--- src/rtl/raid5_pkg.sv ---
// Shared types and constants for the stripe read path.
// Latency: n/a (declarations only).
// Backpressure: n/a.
//
// Holds the card id type (0 = no card), the sd_error field layout, the word
// and block geometry and the assembler state encoding.
package raid5_pkg;

  localparam int WORD_W      = 32;
  localparam int BLOCK_WORDS = 128;
  localparam int ADDR_W      = $clog2(BLOCK_WORDS);

  // sd_error carries one 2-bit error code per card, sd1 in the low bits.
  localparam int SD_ERR_W    = 2;
  localparam int SD1_ERR_LSB = 0;
  localparam int SD2_ERR_LSB = 2;
  localparam int SD3_ERR_LSB = 4;
  localparam int SD_ERR_BITS = 3 * SD_ERR_W;

  typedef logic [1:0] sd_id_t;
  localparam sd_id_t SD_NONE = 2'd0;

  typedef enum logic [2:0] {
    IDLE,
    STREAM,
    DRAIN,
    DONE,
    FAIL
  } asm_state_t;

  // One bit per card (bit 0 = sd1): set when that card reports any error.
  function automatic logic [2:0] failed_mask(input logic [SD_ERR_BITS-1:0] err);
    failed_mask = {|err[SD3_ERR_LSB +: SD_ERR_W],
                   |err[SD2_ERR_LSB +: SD_ERR_W],
                   |err[SD1_ERR_LSB +: SD_ERR_W]};
  endfunction

endpackage

--- src/rtl/stripe_read_assembler_if.sv ---
// Bundle of all card-side, SRAM-side and control signals of the assembler.
// Latency: n/a (wiring only).
// Backpressure: sd_word_ready from the assembler gates sd_word_valid words.
//
// Modports: slave = the assembler itself, master = whoever feeds cards and
// sinks SRAM writes/status (control unit or bench).
interface stripe_read_assembler_if;
  import raid5_pkg::*;

  logic                   start;
  sd_id_t                 sram1sd;
  sd_id_t                 sram2sd;
  logic [SD_ERR_BITS-1:0] sd_error;
  logic                   sd_word_valid;
  logic                   sd_word_ready;
  logic [WORD_W-1:0]      sd1_data;
  logic [WORD_W-1:0]      sd2_data;
  logic [WORD_W-1:0]      sd3_data;
  logic                   sram1_write_enable;
  logic                   sram2_write_enable;
  logic [ADDR_W-1:0]      sram_address;
  logic [WORD_W-1:0]      sram1_write_data;
  logic [WORD_W-1:0]      sram2_write_data;
  logic                   busy;
  logic                   done;
  logic                   fatal;
  logic                   recovered;
  logic                   parity_fault;

  modport slave (
    input  start, sram1sd, sram2sd, sd_error, sd_word_valid,
           sd1_data, sd2_data, sd3_data,
    output sd_word_ready, sram1_write_enable, sram2_write_enable,
           sram_address, sram1_write_data, sram2_write_data,
           busy, done, fatal, recovered, parity_fault
  );

  modport master (
    output start, sram1sd, sram2sd, sd_error, sd_word_valid,
           sd1_data, sd2_data, sd3_data,
    input  sd_word_ready, sram1_write_enable, sram2_write_enable,
           sram_address, sram1_write_data, sram2_write_data,
           busy, done, fatal, recovered, parity_fault
  );

endinterface

--- src/rtl/sd_word_reconstruct.sv ---
// Maps the three card words onto SRAM1/SRAM2, rebuilding a failed data card.
// Latency: combinational, zero cycles.
// Backpressure: none; the caller decides when the outputs are used.
//
// Ports: sd1/2/3_word card words; sram1_id/sram2_id card feeding each SRAM;
// failed one bit per card; sram1/2_word mapped words; parity_ok high when the
// three words XOR to zero (tied high unless PARITY_CHECK_EN is defined).
module sd_word_reconstruct
  import raid5_pkg::*;
(
  input  logic [WORD_W-1:0] sd1_word,
  input  logic [WORD_W-1:0] sd2_word,
  input  logic [WORD_W-1:0] sd3_word,
  input  sd_id_t            sram1_id,
  input  sd_id_t            sram2_id,
  input  logic [2:0]        failed,
  output logic [WORD_W-1:0] sram1_word,
  output logic [WORD_W-1:0] sram2_word,
  output logic              parity_ok
);

  logic [WORD_W-1:0] all_xor;

  function automatic logic [WORD_W-1:0] card_word(input sd_id_t id,
                                                  input logic [WORD_W-1:0] w1,
                                                  input logic [WORD_W-1:0] w2,
                                                  input logic [WORD_W-1:0] w3);
    case (id)
      2'd1:    card_word = w1;
      2'd2:    card_word = w2;
      2'd3:    card_word = w3;
      default: card_word = '0;
    endcase
  endfunction

  function automatic logic card_failed(input sd_id_t id, input logic [2:0] mask);
    case (id)
      2'd1:    card_failed = mask[0];
      2'd2:    card_failed = mask[1];
      2'd3:    card_failed = mask[2];
      default: card_failed = 1'b0;
    endcase
  endfunction

  always_comb begin
    all_xor    = sd1_word ^ sd2_word ^ sd3_word;
    sram1_word = card_word(sram1_id, sd1_word, sd2_word, sd3_word);
    sram2_word = card_word(sram2_id, sd1_word, sd2_word, sd3_word);
    // XOR-ing the failed card's own word back out of the 3-way XOR leaves
    // the XOR of the two surviving cards, i.e. the rebuilt data word.
    if (card_failed(sram1_id, failed)) sram1_word = all_xor ^ sram1_word;
    if (card_failed(sram2_id, failed)) sram2_word = all_xor ^ sram2_word;
  end

`ifdef PARITY_CHECK_EN
  assign parity_ok = (all_xor == '0);
`else
  assign parity_ok = 1'b1;
`endif

endmodule

--- src/rtl/stripe_read_assembler.sv ---
// Assembles one 128-word block from three SD cards into SRAM1/SRAM2.
// Latency: SRAM write appears the cycle after each accepted word; done two cycles after the last.
// Backpressure: sd_word_ready high only in STREAM; valid gaps stall without writes.
//
// Ports: clk, n_rst (async, active low); bus = stripe_read_assembler_if.slave
// carrying start/mapping/sd_error, the card word handshake, SRAM write port
// and busy/done/fatal/recovered/parity_fault status.
// Optional: PARITY_CHECK_EN enables the sticky parity_fault check.
module stripe_read_assembler
  import raid5_pkg::*;
(
  input  logic                   clk,
  input  logic                   n_rst,
  stripe_read_assembler_if.slave bus
);

  localparam logic [ADDR_W-1:0] LAST_IDX = ADDR_W'(BLOCK_WORDS - 1);

  asm_state_t        state_q, state_d;
  logic [ADDR_W-1:0] cnt_q, cnt_d;
  logic [ADDR_W-1:0] addr_q, addr_d;
  sd_id_t            map1_q, map1_d;
  sd_id_t            map2_q, map2_d;
  logic [2:0]        failed_q, failed_d;
  logic              we_q, we_d;
  logic              rec_q, rec_d;
  logic [WORD_W-1:0] wd1_q, wd1_d;
  logic [WORD_W-1:0] wd2_q, wd2_d;
`ifdef PARITY_CHECK_EN
  logic              pf_q, pf_d;
`endif

  logic [2:0]        start_failed;
  logic              bad_map;
  logic              multi_fail;
  logic [WORD_W-1:0] rec1_word, rec2_word;
  logic              parity_ok;

  sd_word_reconstruct u_recon (
    .sd1_word   (bus.sd1_data),
    .sd2_word   (bus.sd2_data),
    .sd3_word   (bus.sd3_data),
    .sram1_id   (map1_q),
    .sram2_id   (map2_q),
    .failed     (failed_q),
    .sram1_word (rec1_word),
    .sram2_word (rec2_word),
    .parity_ok  (parity_ok)
  );

  assign start_failed = failed_mask(bus.sd_error);
  // Clearing the lowest set bit leaves something only if two or more are set.
  assign multi_fail   = (start_failed & (start_failed - 3'd1)) != 3'd0;
  assign bad_map      = (bus.sram1sd == bus.sram2sd) ||
                        (bus.sram1sd == SD_NONE) || (bus.sram2sd == SD_NONE);

  always_comb begin
    state_d  = state_q;
    cnt_d    = cnt_q;
    addr_d   = addr_q;
    map1_d   = map1_q;
    map2_d   = map2_q;
    failed_d = failed_q;
    we_d     = 1'b0;
    rec_d    = rec_q;
    wd1_d    = wd1_q;
    wd2_d    = wd2_q;
`ifdef PARITY_CHECK_EN
    pf_d     = pf_q;
`endif
    unique case (state_q)
      IDLE: begin
        if (bus.start) begin
          map1_d   = bus.sram1sd;
          map2_d   = bus.sram2sd;
          failed_d = start_failed;
          rec_d    = 1'b0;
          cnt_d    = '0;
          addr_d   = '0;
`ifdef PARITY_CHECK_EN
          pf_d     = 1'b0;
`endif
          state_d  = (bad_map || multi_fail) ? FAIL : STREAM;
        end
      end
      STREAM: begin
        if (bus.sd_word_valid) begin
          we_d   = 1'b1;
          addr_d = cnt_q;
          wd1_d  = rec1_word;
          wd2_d  = rec2_word;
          if (failed_q != 3'd0) rec_d = 1'b1;
`ifdef PARITY_CHECK_EN
          // Parity is only meaningful when all three cards are trusted.
          if ((failed_q == 3'd0) && !parity_ok) pf_d = 1'b1;
`endif
          if (cnt_q == LAST_IDX) state_d = DRAIN;
          else                   cnt_d   = cnt_q + 1'b1;
        end
      end
      DRAIN:   state_d = DONE;
      DONE:    state_d = IDLE;
      FAIL:    state_d = IDLE;
      default: state_d = IDLE;
    endcase
  end

  always_ff @(posedge clk or negedge n_rst) begin
    if (!n_rst) begin
      state_q  <= IDLE;
      cnt_q    <= '0;
      addr_q   <= '0;
      map1_q   <= SD_NONE;
      map2_q   <= SD_NONE;
      failed_q <= '0;
      we_q     <= 1'b0;
      rec_q    <= 1'b0;
      wd1_q    <= '0;
      wd2_q    <= '0;
`ifdef PARITY_CHECK_EN
      pf_q     <= 1'b0;
`endif
    end else begin
      state_q  <= state_d;
      cnt_q    <= cnt_d;
      addr_q   <= addr_d;
      map1_q   <= map1_d;
      map2_q   <= map2_d;
      failed_q <= failed_d;
      we_q     <= we_d;
      rec_q    <= rec_d;
      wd1_q    <= wd1_d;
      wd2_q    <= wd2_d;
`ifdef PARITY_CHECK_EN
      pf_q     <= pf_d;
`endif
    end
  end

  assign bus.sd_word_ready      = (state_q == STREAM);
  assign bus.busy               = (state_q != IDLE);
  assign bus.done               = (state_q == DONE);
  assign bus.fatal              = (state_q == FAIL);
  assign bus.recovered          = rec_q;
  assign bus.sram1_write_enable = we_q;
  assign bus.sram2_write_enable = we_q;
  assign bus.sram_address       = addr_q;
  assign bus.sram1_write_data   = wd1_q;
  assign bus.sram2_write_data   = wd2_q;

`ifdef PARITY_CHECK_EN
  assign bus.parity_fault = pf_q;
`else
  logic unused_parity_ok;
  assign unused_parity_ok = parity_ok;
  assign bus.parity_fault = 1'b0;
`endif

endmodule

--- src/flat_wrapper.sv ---
// flat-port wrapper written by rule: the top's interface ports become plain ports
module stripe_read_assembler_flat import raid5_pkg::*;
  (clk, n_rst, bus_start, bus_sram1sd, bus_sram2sd, bus_sd_error, bus_sd_word_valid, bus_sd1_data, bus_sd2_data, bus_sd3_data, bus_sd_word_ready, bus_sram1_write_enable, bus_sram2_write_enable, bus_sram_address, bus_sram1_write_data, bus_sram2_write_data, bus_busy, bus_done, bus_fatal, bus_recovered, bus_parity_fault);
  stripe_read_assembler_if bus_i ();
  input  logic clk;
  input  logic n_rst;
  input wire logic [$bits(bus_i.start)-1:0] bus_start;
  input wire logic [$bits(bus_i.sram1sd)-1:0] bus_sram1sd;
  input wire logic [$bits(bus_i.sram2sd)-1:0] bus_sram2sd;
  input wire logic [$bits(bus_i.sd_error)-1:0] bus_sd_error;
  input wire logic [$bits(bus_i.sd_word_valid)-1:0] bus_sd_word_valid;
  input wire logic [$bits(bus_i.sd1_data)-1:0] bus_sd1_data;
  input wire logic [$bits(bus_i.sd2_data)-1:0] bus_sd2_data;
  input wire logic [$bits(bus_i.sd3_data)-1:0] bus_sd3_data;
  output wire logic [$bits(bus_i.sd_word_ready)-1:0] bus_sd_word_ready;
  output wire logic [$bits(bus_i.sram1_write_enable)-1:0] bus_sram1_write_enable;
  output wire logic [$bits(bus_i.sram2_write_enable)-1:0] bus_sram2_write_enable;
  output wire logic [$bits(bus_i.sram_address)-1:0] bus_sram_address;
  output wire logic [$bits(bus_i.sram1_write_data)-1:0] bus_sram1_write_data;
  output wire logic [$bits(bus_i.sram2_write_data)-1:0] bus_sram2_write_data;
  output wire logic [$bits(bus_i.busy)-1:0] bus_busy;
  output wire logic [$bits(bus_i.done)-1:0] bus_done;
  output wire logic [$bits(bus_i.fatal)-1:0] bus_fatal;
  output wire logic [$bits(bus_i.recovered)-1:0] bus_recovered;
  output wire logic [$bits(bus_i.parity_fault)-1:0] bus_parity_fault;
  assign bus_i.start = bus_start;
  assign bus_i.sram1sd = bus_sram1sd;
  assign bus_i.sram2sd = bus_sram2sd;
  assign bus_i.sd_error = bus_sd_error;
  assign bus_i.sd_word_valid = bus_sd_word_valid;
  assign bus_i.sd1_data = bus_sd1_data;
  assign bus_i.sd2_data = bus_sd2_data;
  assign bus_i.sd3_data = bus_sd3_data;
  assign bus_sd_word_ready = bus_i.sd_word_ready;
  assign bus_sram1_write_enable = bus_i.sram1_write_enable;
  assign bus_sram2_write_enable = bus_i.sram2_write_enable;
  assign bus_sram_address = bus_i.sram_address;
  assign bus_sram1_write_data = bus_i.sram1_write_data;
  assign bus_sram2_write_data = bus_i.sram2_write_data;
  assign bus_busy = bus_i.busy;
  assign bus_done = bus_i.done;
  assign bus_fatal = bus_i.fatal;
  assign bus_recovered = bus_i.recovered;
  assign bus_parity_fault = bus_i.parity_fault;
  stripe_read_assembler u_core (.clk(clk), .n_rst(n_rst), .bus(bus_i));
endmodule
--- config.mk ---
export PLATFORM = sky130hd
export DESIGN_NAME = stripe_read_assembler_flat
export DESIGN_NICKNAME = d
export VERILOG_FILES = /design/src/rtl/raid5_pkg.sv /design/src/rtl/stripe_read_assembler_if.sv /design/src/rtl/sd_word_reconstruct.sv /design/src/rtl/stripe_read_assembler.sv /design/src/flat_wrapper.sv
export SDC_FILE = /design/constraint.sdc
export NUM_CORES = 1
export LEC_CHECK = 0
export ABC_AREA = 1
export BUFFER_PORTS_ARGS = -buffer_cell sky130_fd_sc_hd__buf_2
export CAP_MARGIN = 20
export CORE_MARGIN = 8
export CORE_UTILIZATION = 50
export DETAILED_ROUTE_END_ITERATION = 8
export GPL_TIMING_DRIVEN = 0
export PLACE_DENSITY = 0.89
export SLEW_MARGIN = 20
export SYNTH_ARGS = -nofsm -noshare
export SYNTH_HDL_FRONTEND = slang
export SYNTH_SLANG_ARGS = --single-unit
--- constraint.sdc ---
create_clock -name clk -period 1.5 [get_ports clk]
set_clock_uncertainty 0.05 [all_clocks]
set_input_delay 0.075 -clock clk [delete_from_list [all_inputs] [get_ports clk]]
set_output_delay 0.075 -clock clk [all_outputs]
set_load 0.005 [all_outputs]
Word level (Yosys, flattened, before mapping)
Index checks and enable logic that the tools add are counted.
{"block": "classes", "add_sub_neg": 2, "eq_ne": 17, "muxes": 23, "multipliers": 0, "reduce_logical": 19, "bitwise": 5, "div": 0, "shift": 0, "magnitude_cmp": 0}
{"cell": "32-bit one-hot mux with 3 select lines", "n": 2}
{"cell": "32-bit XOR", "n": 4}
{"cell": "32-bit two-way mux", "n": 2}
{"cell": "7-bit two-way mux", "n": 4}
{"cell": "7-bit one-hot mux with 2 select lines", "n": 2}
{"cell": "3-bit two-way mux", "n": 4}
{"cell": "3-bit one-hot mux with 3 select lines", "n": 1}
{"cell": "3-bit nonzero test", "n": 3}
{"cell": "2-bit equality test, second input constant", "n": 4}
{"cell": "4-bit AND reduction", "n": 2}
{"cell": "7-bit by 1-bit adder with 7-bit output, second input constant", "n": 1}
{"cell": "7-bit equality test, second input constant", "n": 1}
{"cell": "3-bit by 2-bit equality test with 1-bit output, second input constant", "n": 2}
{"cell": "2-bit != test, second input constant", "n": 3}
{"cell": "1-bit one-hot mux with 3 select lines", "n": 2}
{"cell": "3-bit AND reduction", "n": 2}
{"cell": "2-bit OR reduction", "n": 3}
{"cell": "1-bit two-way mux", "n": 5}
{"cell": "2-bit by 1-bit equality test with 1-bit output, second input constant", "n": 2}
{"cell": "2-bit logical NOT", "n": 2}
{"cell": "2-bit by 1-bit != test with 1-bit output, second input constant", "n": 2}
{"cell": "2-bit AND reduction", "n": 2}
{"cell": "3-bit bitwise AND", "n": 1}
{"cell": "3-bit by 1-bit equality test with 1-bit output, second input constant", "n": 1}
{"cell": "7 further kinds", "n": 9}
{"block": "totals", "mem_bits_ro": 0, "ramBits": 0, "output_inout_bits": 79, "regBits": 90, "in_bits": 110, "wordCells": 76, "n_memories": 0, "latchBits": 0}

Logic depth before layout (Yosys ltp)
Gate-level depths: netlist of the first run.
{"block": "depth", "word_depth": 8, "depth_mapped": 10, "mapped_depth_nobuf": 9}

By module
From an unflattened synthesis of the first run, not the netlist that was laid out.
{"block": "hier_totals", "hier_cells": 1440, "area_unflattened_um2": 7847.5}
{"module": "sd_word_reconstruct", "cells_each": 1007, "area_per_inst_um2": 4142.7, "instances": 1, "seq_area_each_um2": 0.0}
{"module": "stripe_read_assembler", "cells_each": 433, "area_per_inst_um2": 3704.8, "instances": 1, "seq_area_each_um2": 2252.2}

Worst setup path after synthesis of the first run
Ideal clock, no wire load.
{"block": "synth_path", "kind": "flip-flop to flip-flop", "from": "reg u_core.cnt_q[0]", "to": "reg u_core.cnt_q[3]", "period_less_slack_ns": 1.421, "t_arrival_ns": 1.244, "required_ns": 1.323, "path_slack_ns": 0.079, "path_stages_with_launch": 10, "setup_time_ns": 0.127, "path_buffers": 1, "cell_sequence": "dfrtp_1 ha_1 nand3_1 nor2_1 nand2_1 nand2_1 nor2_1 buf_4 nand2_1 o21ai_0"}
{"block": "synth_via", "elab_chain_cells": 4, "elab_cells_between_ends": 7, "cone_classes": "add/sub (1); eq/ne (2); mux (3); reduce/logical (1)"}
{"element": "start: declaration", "line": "stripe_read_assembler.sv:20", "rtl": "logic [ADDR_W-1:0] cnt_q, cnt_d;"}
{"element": "start signal: assignment", "line": "stripe_read_assembler.sv:125", "rtl": "cnt_q <= cnt_d;"}
{"element": "7-bit by 1-bit adder with 7-bit output", "line": "stripe_read_assembler.sv:98", "rtl": "else cnt_d = cnt_q + 1'b1;"}
{"element": "7-bit two-way mux", "line": "stripe_read_assembler.sv:97", "rtl": "if (cnt_q == LAST_IDX) state_d = DRAIN;"}
{"element": "7-bit two-way mux", "line": "stripe_read_assembler.sv:87", "rtl": "if (bus.sd_word_valid) begin"}
{"element": "7-bit one-hot mux with 2 select lines", "line": "stripe_read_assembler.sv:71", "rtl": "unique case (state_q)"}
Parallel ways exist; a longest one is shown, timed or not. The select of a mux whose other input is x is not followed.
A chain may end at the register's enable or synchronous reset.

Worst setup path in the final report of the first run
{"block": "layout_path", "from": "reg u_core.map1_q[0]", "to": "reg u_core.wd1_q[21] (netlist: u_core.bus.sram1_write_data[21])"}
{"block": "layout_via", "elab_chain_cells": 4, "elab_cells_between_ends": 7, "cone_classes": "eq/ne (3); mux (3); bitwise (1)"}
{"element": "start: declaration", "line": "stripe_read_assembler.sv:22", "rtl": "sd_id_t map1_q, map1_d;"}
{"element": "start signal: assignment", "line": "stripe_read_assembler.sv:127", "rtl": "map1_q <= map1_d;"}
{"element": "2-bit equality test or 2-bit by 1-bit equality test with 1-bit output (tied branches)", "line": "sd_word_reconstruct.sv:28, sd_word_reconstruct.sv:37"}
{"element": "32-bit one-hot mux with 3 select lines", "line": "sd_word_reconstruct.sv:28", "rtl": "case (id)"}
{"element": "32-bit XOR", "line": "sd_word_reconstruct.sv:51", "rtl": "if (card_failed(sram1_id, failed)) sram1_word = all_xor ^ sram1_word;"}
{"element": "32-bit two-way mux *", "line": "sd_word_reconstruct.sv:51"}
{"element": "end signal: assignment", "line": "stripe_read_assembler.sv:132", "rtl": "wd1_q <= wd1_d;"}
{"element": "end: declaration", "line": "stripe_read_assembler.sv:27", "rtl": "logic [WORD_W-1:0] wd1_q, wd1_d;"}
Every way passes the cells marked *; elsewhere a longest branch is shown, timed or not.

==> results of run 1 <==
-- layout by cell type, fill, tap and decap left out, types with 7 or more instances in the layout --
cell and n:
inv_1 173, buf_6 10, diode_2 9, nand3_2 35, nand3_1 330, clkbuf_2 13
buf_2 194, buf_4 37, nand2_2 13, clkbuf_16 10, dfrtp_1 87, nor2_1 13
dlygate4sd3_1 7, inv_2 10, buf_8 11, o21ai_0 22, nand2_1 508
-- cell families (layout without fill, tap and decap cells) --
group / Yosys count / in the layout
simple gates: 922 / 924
buf+inv: 252 / 490
flops: 90 / 90
compound gates: 27 / 27
xor+xnor: 3 / 3
fa+ha+maj: 1 / 1
other cells: 1 / 10
-- layout make-up --
cell class | count | share of cell area [%]
well taps | 184 | 2.32
plain buffers | 65 | 6.21
repair buffers | 223 | 13.5
diodes | 9 | 0.227
multi-input cells | 956 | 45.1
clock inverters | 6 | 0.415
flip-flops and latches | 90 | 22.7
inverters | 187 | 7.22
clock buffers | 9 | 2.27
-- worst paths after layout --
path	start	end	slack, ns	cells past startpoint
worst max-delay path	u_core.map1_q[0]	u_core.bus.sram1_write_data[21]	-0.09	8
worst max register to register	u_core.map1_q[0]	u_core.bus.sram1_write_data[21]	-0.09	8
min in group asynchronous	n_rst	u_core.bus.sram1_write_data[6]	0.10	2
worst min register to register	u_core.bus.sram2_write_data[11]	u_core.bus.sram2_write_data[11]	0.42	2
max in group asynchronous	n_rst	u_core.map2_q[1]	0.65	3
worst min-delay path	bus_sd_error[2]	u_core.failed_q[1]	0.006	5
-- through the flow --
stage | setup WS (ns) | utilization [%] | hold WS (ns)
2_1_floorplan | 0.0795 | - | -0.271
3_5_place_dp | -0.254 | 59.5 | -0.0859
4_1_cts | -0.0240 | 65.3 | 0.00371
3_3_place_gp | -0.558 | 59.3 | 0.273
6_report | -0.0895 | 68.1 | 0.00622
5_1_grt | -0.130 | 68.1 | 0.0539
-- flip-flops by register name, indices dropped and copies added, names as in the netlist, 2 cells and up --
signal,count
u_core.bus.sram_address,7
u_core.state_q,3
u_core.bus.sram1_write_data,32
u_core.map2_q,2
u_core.failed_q,3
u_core.bus.sram2_write_data,32
u_core.map1_q,2
u_core.cnt_q,7
-- Yosys cell counts, drive strengths merged --
cell and count:
clkbuf 18, inv 187, buf 47, nand2 527
nor3 2, dfrtp 90, conb 1, xor2 2
or2 1, nand4 3, xnor2 1, nor2 22
o21ai 26, ha 1, nand3 367, a21oi 1
-- routing by layer --
layer / wire length [µm] / part of all wire (%)
met1: 11000 / 38
met2: 13100 / 46
met3: 3290 / 12
met4: 1190 / 4.2
met5: 23 / 0.081
-- worst max-delay path, delay by kind of cell (launching register included) --
kind	cells	cell delay [ns]
flops	1	0.42
buf+inv	3	0.48
simple gates	5	0.54
-- power groups by stage --
stage	Clock, mW	Sequential (mW)	Combinational (mW)
after global routing	2.25	3.56	12.9
final	2.16	3.50	12.0
after detailed placement	0	3.47	8.92
after floorplan	0	3.48	5.99
after global placement	0	3.44	8.67
after CTS	2.19	3.46	10.7
-- timing repair --
action	in CTS	in global routing
hold endpoints to repair	95	0
setup endpoints to repair	89	89
resized for setup	96	88
buffers inserted	15	7
hold buffers	7	0
pin swaps	6	22
gates cloned	5	3
==> flow_metrics.tcl, run 1 <==
set metrics [dict create \
    ios 189 \
    synth-xor-area-share_pct 0.351 \
    dpl_cell_area_um2 8680 \
    path_class "reg2reg" \
    crit_path_end_kind "flip-flop" \
    grt_overflow 0 \
    p_switching_mw 8.71 \
    viasPerCell 5.64 \
    dp_hpwl_mm 19.4 \
    fin_crit_ns 1.59 \
    drtIter0Drc 1181 \
    insertion_delay_ns 0.36 \
    finalInstanceArea_um2 9940 \
    place_inst 1668 \
    synth_top_area_share_pct 30.1 \
    worstHoldPathType "in2reg" \
    cts_sinks 90 \
    fin_setup_tns_ns -1.05 \
    slew_viol_final 0 \
    busiest_layer "met2" \
    synthesis.nets 1407 \
    synth_compound_gate_area_share_pct 1.81 \
    ir_worst_vdd_mv 1.07 \
    syn_inst 1296 \
    startpoint_type "flip-flop" \
    synth.distinct_cells 26 \
    ff_latch_area_um2 2260 \
    drtPass1Iterations 7 \
    htree_levels 3 \
    yosys.area_share.adder_pct 0.167 \
    tritoncts "built" \
    synthTopCellsByArea "dfrtp_1 (30%), nand2_1 (26%), nand3_1 (24%)" \
    globalRouteMet1Util_pct 34.2 \
    setup_slack_ns -0.0895 \
    p_int_mw 8.94 \
    slowest_delay_ns 0.42 \
    cap_violations 0 \
    ant_nets 0 \
    violations "setup timing" \
    netSwitchingFraction_pct 49.4 \
    ys_ff_latch 90 \
    dieArea_um2 19100 \
    fillers 1229 \
    use_met3_pct 6.61 \
    grt_max_degree 64 \
    layout.cells.non_filler 1729 \
    grt_pass1_wl_mm 45.0 \
    port_buffers 187 \
    synth_top_family_by_area "simple AND/OR/NAND/NOR gates" \
    total_power_mw 17.6 \
    syn_avg_cell_area_um2 5.77 \
    cp.arrival_ns 1.79 \
    ctsLongestPathBuffers 2 \
    worst-path-max-fanout 10 \
    slowest_stage "dfrtp_1" \
    setup_viol 47 \
    multi_input_area_um2 4490 \
    grt_pass1_vias 9301 \
    drive_gt1_share_pct 24.9 \
    hold_violations 0 \
    fp-row-count 44 \
    crit_required_ns 1.70 \
    avgRoutedWirePerCell_um 16.5 \
    status "complete, but fails checks" \
    finalWirelength_mm 28.5 \
    grt_use_total_pct 28.2 \
    coreArea_um2 14600 \
    yosysWarnings 0 \
    area_growth_syn_to_layout_pct 32.9 \
    min_period_over_period_pct 106 \
    power_frac_seq_pct 19.8 \
    cts_buffers 9 \
    syn_area_um2 7480 \
    antenna_found_initial 6 \
    nets 1643 \
    synth-simple-area-share_pct 53.2 \
    clockRootBuffer "clkbuf_16" \
    path_clk_slew_ns 0.07 \
    ys_seq_area_share_pct 30.1 \
    vias 9750 \
    synth.area.mux_share_pct 0 \
    rsz0062_at_grt "yes" \
    grt_use_met2_pct 45.0 \
    die_x_um 138 \
    drc 0 \
    p_per_area_nw_per_um2 1780 \
    cp_cell_sequence "inv_2 > buf_8 > buf_6 > nand3_1 > nand3_2 > nand3_1 > nand3_2 > nand2_1" \
    leakagePower_nw 5.93 \
    yosysTopAreaCell "dfrtp_1" \
    comb_power_share_pct 67.9 \
    die_y_um 138 \
    achievable-frequency_mhz 629 \
    clkPwrFrac_pct 12.2 \
    gp_congestion 0.916 \
    start_util_pct 51.3 \
]
No activity file was read; power rests on OpenSTA's default activity.
==> run 2: changes to the inputs <==
Settings changed: CORE_UTILIZATION 50 to 55, PLACE_DENSITY 0.89 to 0.92.
Clock period 1.5 ns to 1.6 ns, I/O delays scaled along.
==> run 2 against run 1 <==
  * Sequential power down 6.0%
  * Critical path depth up 2
  * Cell count down 1.2%
  * Critical endpoint is now u_core.bus.sram2_write_data[1]
  * Final area down 1.0%
  * The flow still finishes with violations (setup timing)
  * Global-route usage up 1.1 points
  * Non-clock buffer count down 7
  * Sequential share of layout area up 0.22 points
==> flow_metrics.tcl, run 2 (synthesis gave the netlist of run 1 again) <==
set metrics [dict create \
    grt_pass1_wl_mm 42.6 \
    ctsLongestPathBuffers 2 \
    slew_viol_final 0 \
    path_clk_slew_ns 0.07 \
    dieArea_um2 17600 \
    drtPass1Iterations 7 \
    drive_gt1_share_pct 23.8 \
    clockRootBuffer "clkbuf_16" \
    vias 9894 \
    cts_buffers 9 \
    netSwitchingFraction_pct 49.3 \
    p_per_area_nw_per_um2 1700 \
    setup_viol 26 \
    area_growth_syn_to_layout_pct 31.5 \
    gp_congestion 0.892 \
    rsz0062_at_grt "yes" \
    r2r_end "u_core.bus.sram2_write_data[1]" \
    port_buffers 187 \
    worst-path-max-fanout 8 \
    startpoint_type "flip-flop" \
    grt_max_degree 64 \
    start_util_pct 56.5 \
    avgRoutedWirePerCell_um 16.7 \
    cap_violations 0 \
    die_y_um 133 \
    path_class "reg2reg" \
    finalWirelength_mm 28.5 \
    dp_hpwl_mm 19.0 \
    drc 0 \
    holdWs_ns 0.00555 \
    total_power_mw 16.7 \
    crit_path_end_kind "flip-flop" \
    grt_overflow 0 \
    achievable-frequency_mhz 603 \
    grt_use_total_pct 29.2 \
    cp.arrival_ns 1.86 \
    fp-row-count 42 \
    ir_worst_vdd_mv 0.843 \
    clkPwrFrac_pct 14.4 \
    grt_pass1_vias 9009 \
    crit_end "u_core.bus.sram2_write_data[1]" \
    fin_setup_tns_ns -0.704 \
    drtIter0Drc 1521 \
    insertion_delay_ns 0.36 \
    comb_power_share_pct 65.9 \
    htree_levels 3 \
    timing.reg2reg.setup_slack_ns -0.06 \
    violations "setup timing" \
    nets 1636 \
    layout.cells.non_filler 1709 \
    power_frac_seq_pct 19.7 \
    viasPerCell 5.79 \
    p_int_mw 8.46 \
    p_switching_mw 8.24 \
    leakagePower_nw 5.86 \
    worstHoldPathType "in2reg" \
    die_x_um 133 \
    tritoncts "built" \
    r2r_start "u_core.map2_q[0]" \
    hold_violations 0 \
    antenna_found_initial 3 \
    mostFrequentLayoutCell "nand2_1" \
    startpoint "u_core.map2_q[0]" \
    place_inst 1660 \
    coreArea_um2 13200 \
    final_cell_mix "nand2_1 (507), nand3_1 (339), buf_2 (196)" \
    status "complete, but fails checks" \
    fin_crit_ns 1.66 \
    whs_path_depth 5 \
    cts_sinks 90 \
    setup_slack_ns -0.0588 \
    ios 189 \
    min_period_over_period_pct 104 \
    ant_nets 0 \
    crit_required_ns 1.80 \
    rr_worst_depth 10 \
]
[run 2: cell count changes in the layout (fill, tap and decap cells not counted), sizes merged]
cell / previous run / this run
buf: 261 / 248
bufbuf: 1 / 0
bufinv: 0 / 2
clkbuf: 28 / 34
clkinv: 4 / 1
diode: 9 / 3
dlygate4sd3: 7 / 8
inv: 188 / 190
[run 2: timing repair]
| action | CTS | global route |
|---|---|---|
| hold buffers | 8 | 0 |
| cloned | 0 | 8 |
| resized for setup | 26 | 137 |
| endpoints found under the setup margin | 71 | 87 |
| hold endpoints to repair | 96 | 0 |
| pin swaps | 1 | 34 |
| buffers inserted | 2 | 12 |
[run 2: metal layers]
metal  part of all wire, %  track usage [%]  routed length [µm]  vias up
met1                    36             35.3               10400     4430
met5                 0.046                0                  13        -
met4                   4.9             16.1                1400        2
met3                    13             6.93                3700      155
met2                    46             47.1               13000      759
li1                      -                -                   -     4548
[run 2: how the worst min path moves through the flow]
| stage | startpoint | end | slack [ns] |
|---|---|---|---|
| after floorplan | n_rst | u_core.bus.recovered | -0.27 |
| after global placement | bus_sram2sd[1] | u_core.map2_q[1] | 0.27 |
| after detailed placement | n_rst | u_core.bus.sram1_write_data[6] | -0.08 |
| after CTS | bus_sd_error[3] | u_core.failed_q[1] | 0.00003 |
| after global routing | bus_sd_error[1] | u_core.failed_q[0] | 0.03 |
| final | bus_sd_error[3] | u_core.failed_q[1] | 0.006 |
[run 2: layout make-up]
type / count / area [µm²]
clock inverter: 7 / 98.8
fill: 1058 / 3400
sequential: 90 / 2250
buffer: 65 / 568
multi-input combinational: 956 / 4440
tap: 176 / 220
inverter: 187 / 717
timing repair buffer: 216 / 1310
clock buffer: 9 / 225
antenna: 3 / 7.51
[run 2: metrics by stage]
stage / setup WS (ns) / instance area [µm²] / util, %
4_1_cts: -0.0199 / 9150 / 69.1
3_5_place_dp: -0.153 / 8670 / 65.5
6_report: -0.0588 / 9840 / 74.3
5_1_grt: -0.111 / 9840 / 74.3
2_1_floorplan: 0.179 / 7480 / -
3_3_place_gp: -0.460 / 8640 / 65.2
[run 2: critical path: stages, from the launching register on]
cell	delay, ns
dfrtp_1	0.35
buf_6	0.14
inv_8	0.05
nor2_4	0.21
nand2_4	0.10
nand3_4	0.14
buf_4	0.14
buf_8	0.11
nand3_1	0.12
nand3_2	0.09
nand2_1	0.05
[run 2: power by group through the flow]
| stage | Clock, mW | Sequential (mW) | Combinational [mW] |
|---|---|---|---|
| floorplan | 0 | 3.26 | 5.62 |
| global placement | 0 | 3.23 | 8.08 |
| detailed placement | 0 | 3.26 | 8.31 |
| CTS | 2.39 | 3.22 | 8.62 |
| global route | 2.50 | 3.34 | 11.8 |
| finish | 2.41 | 3.29 | 11.0 |
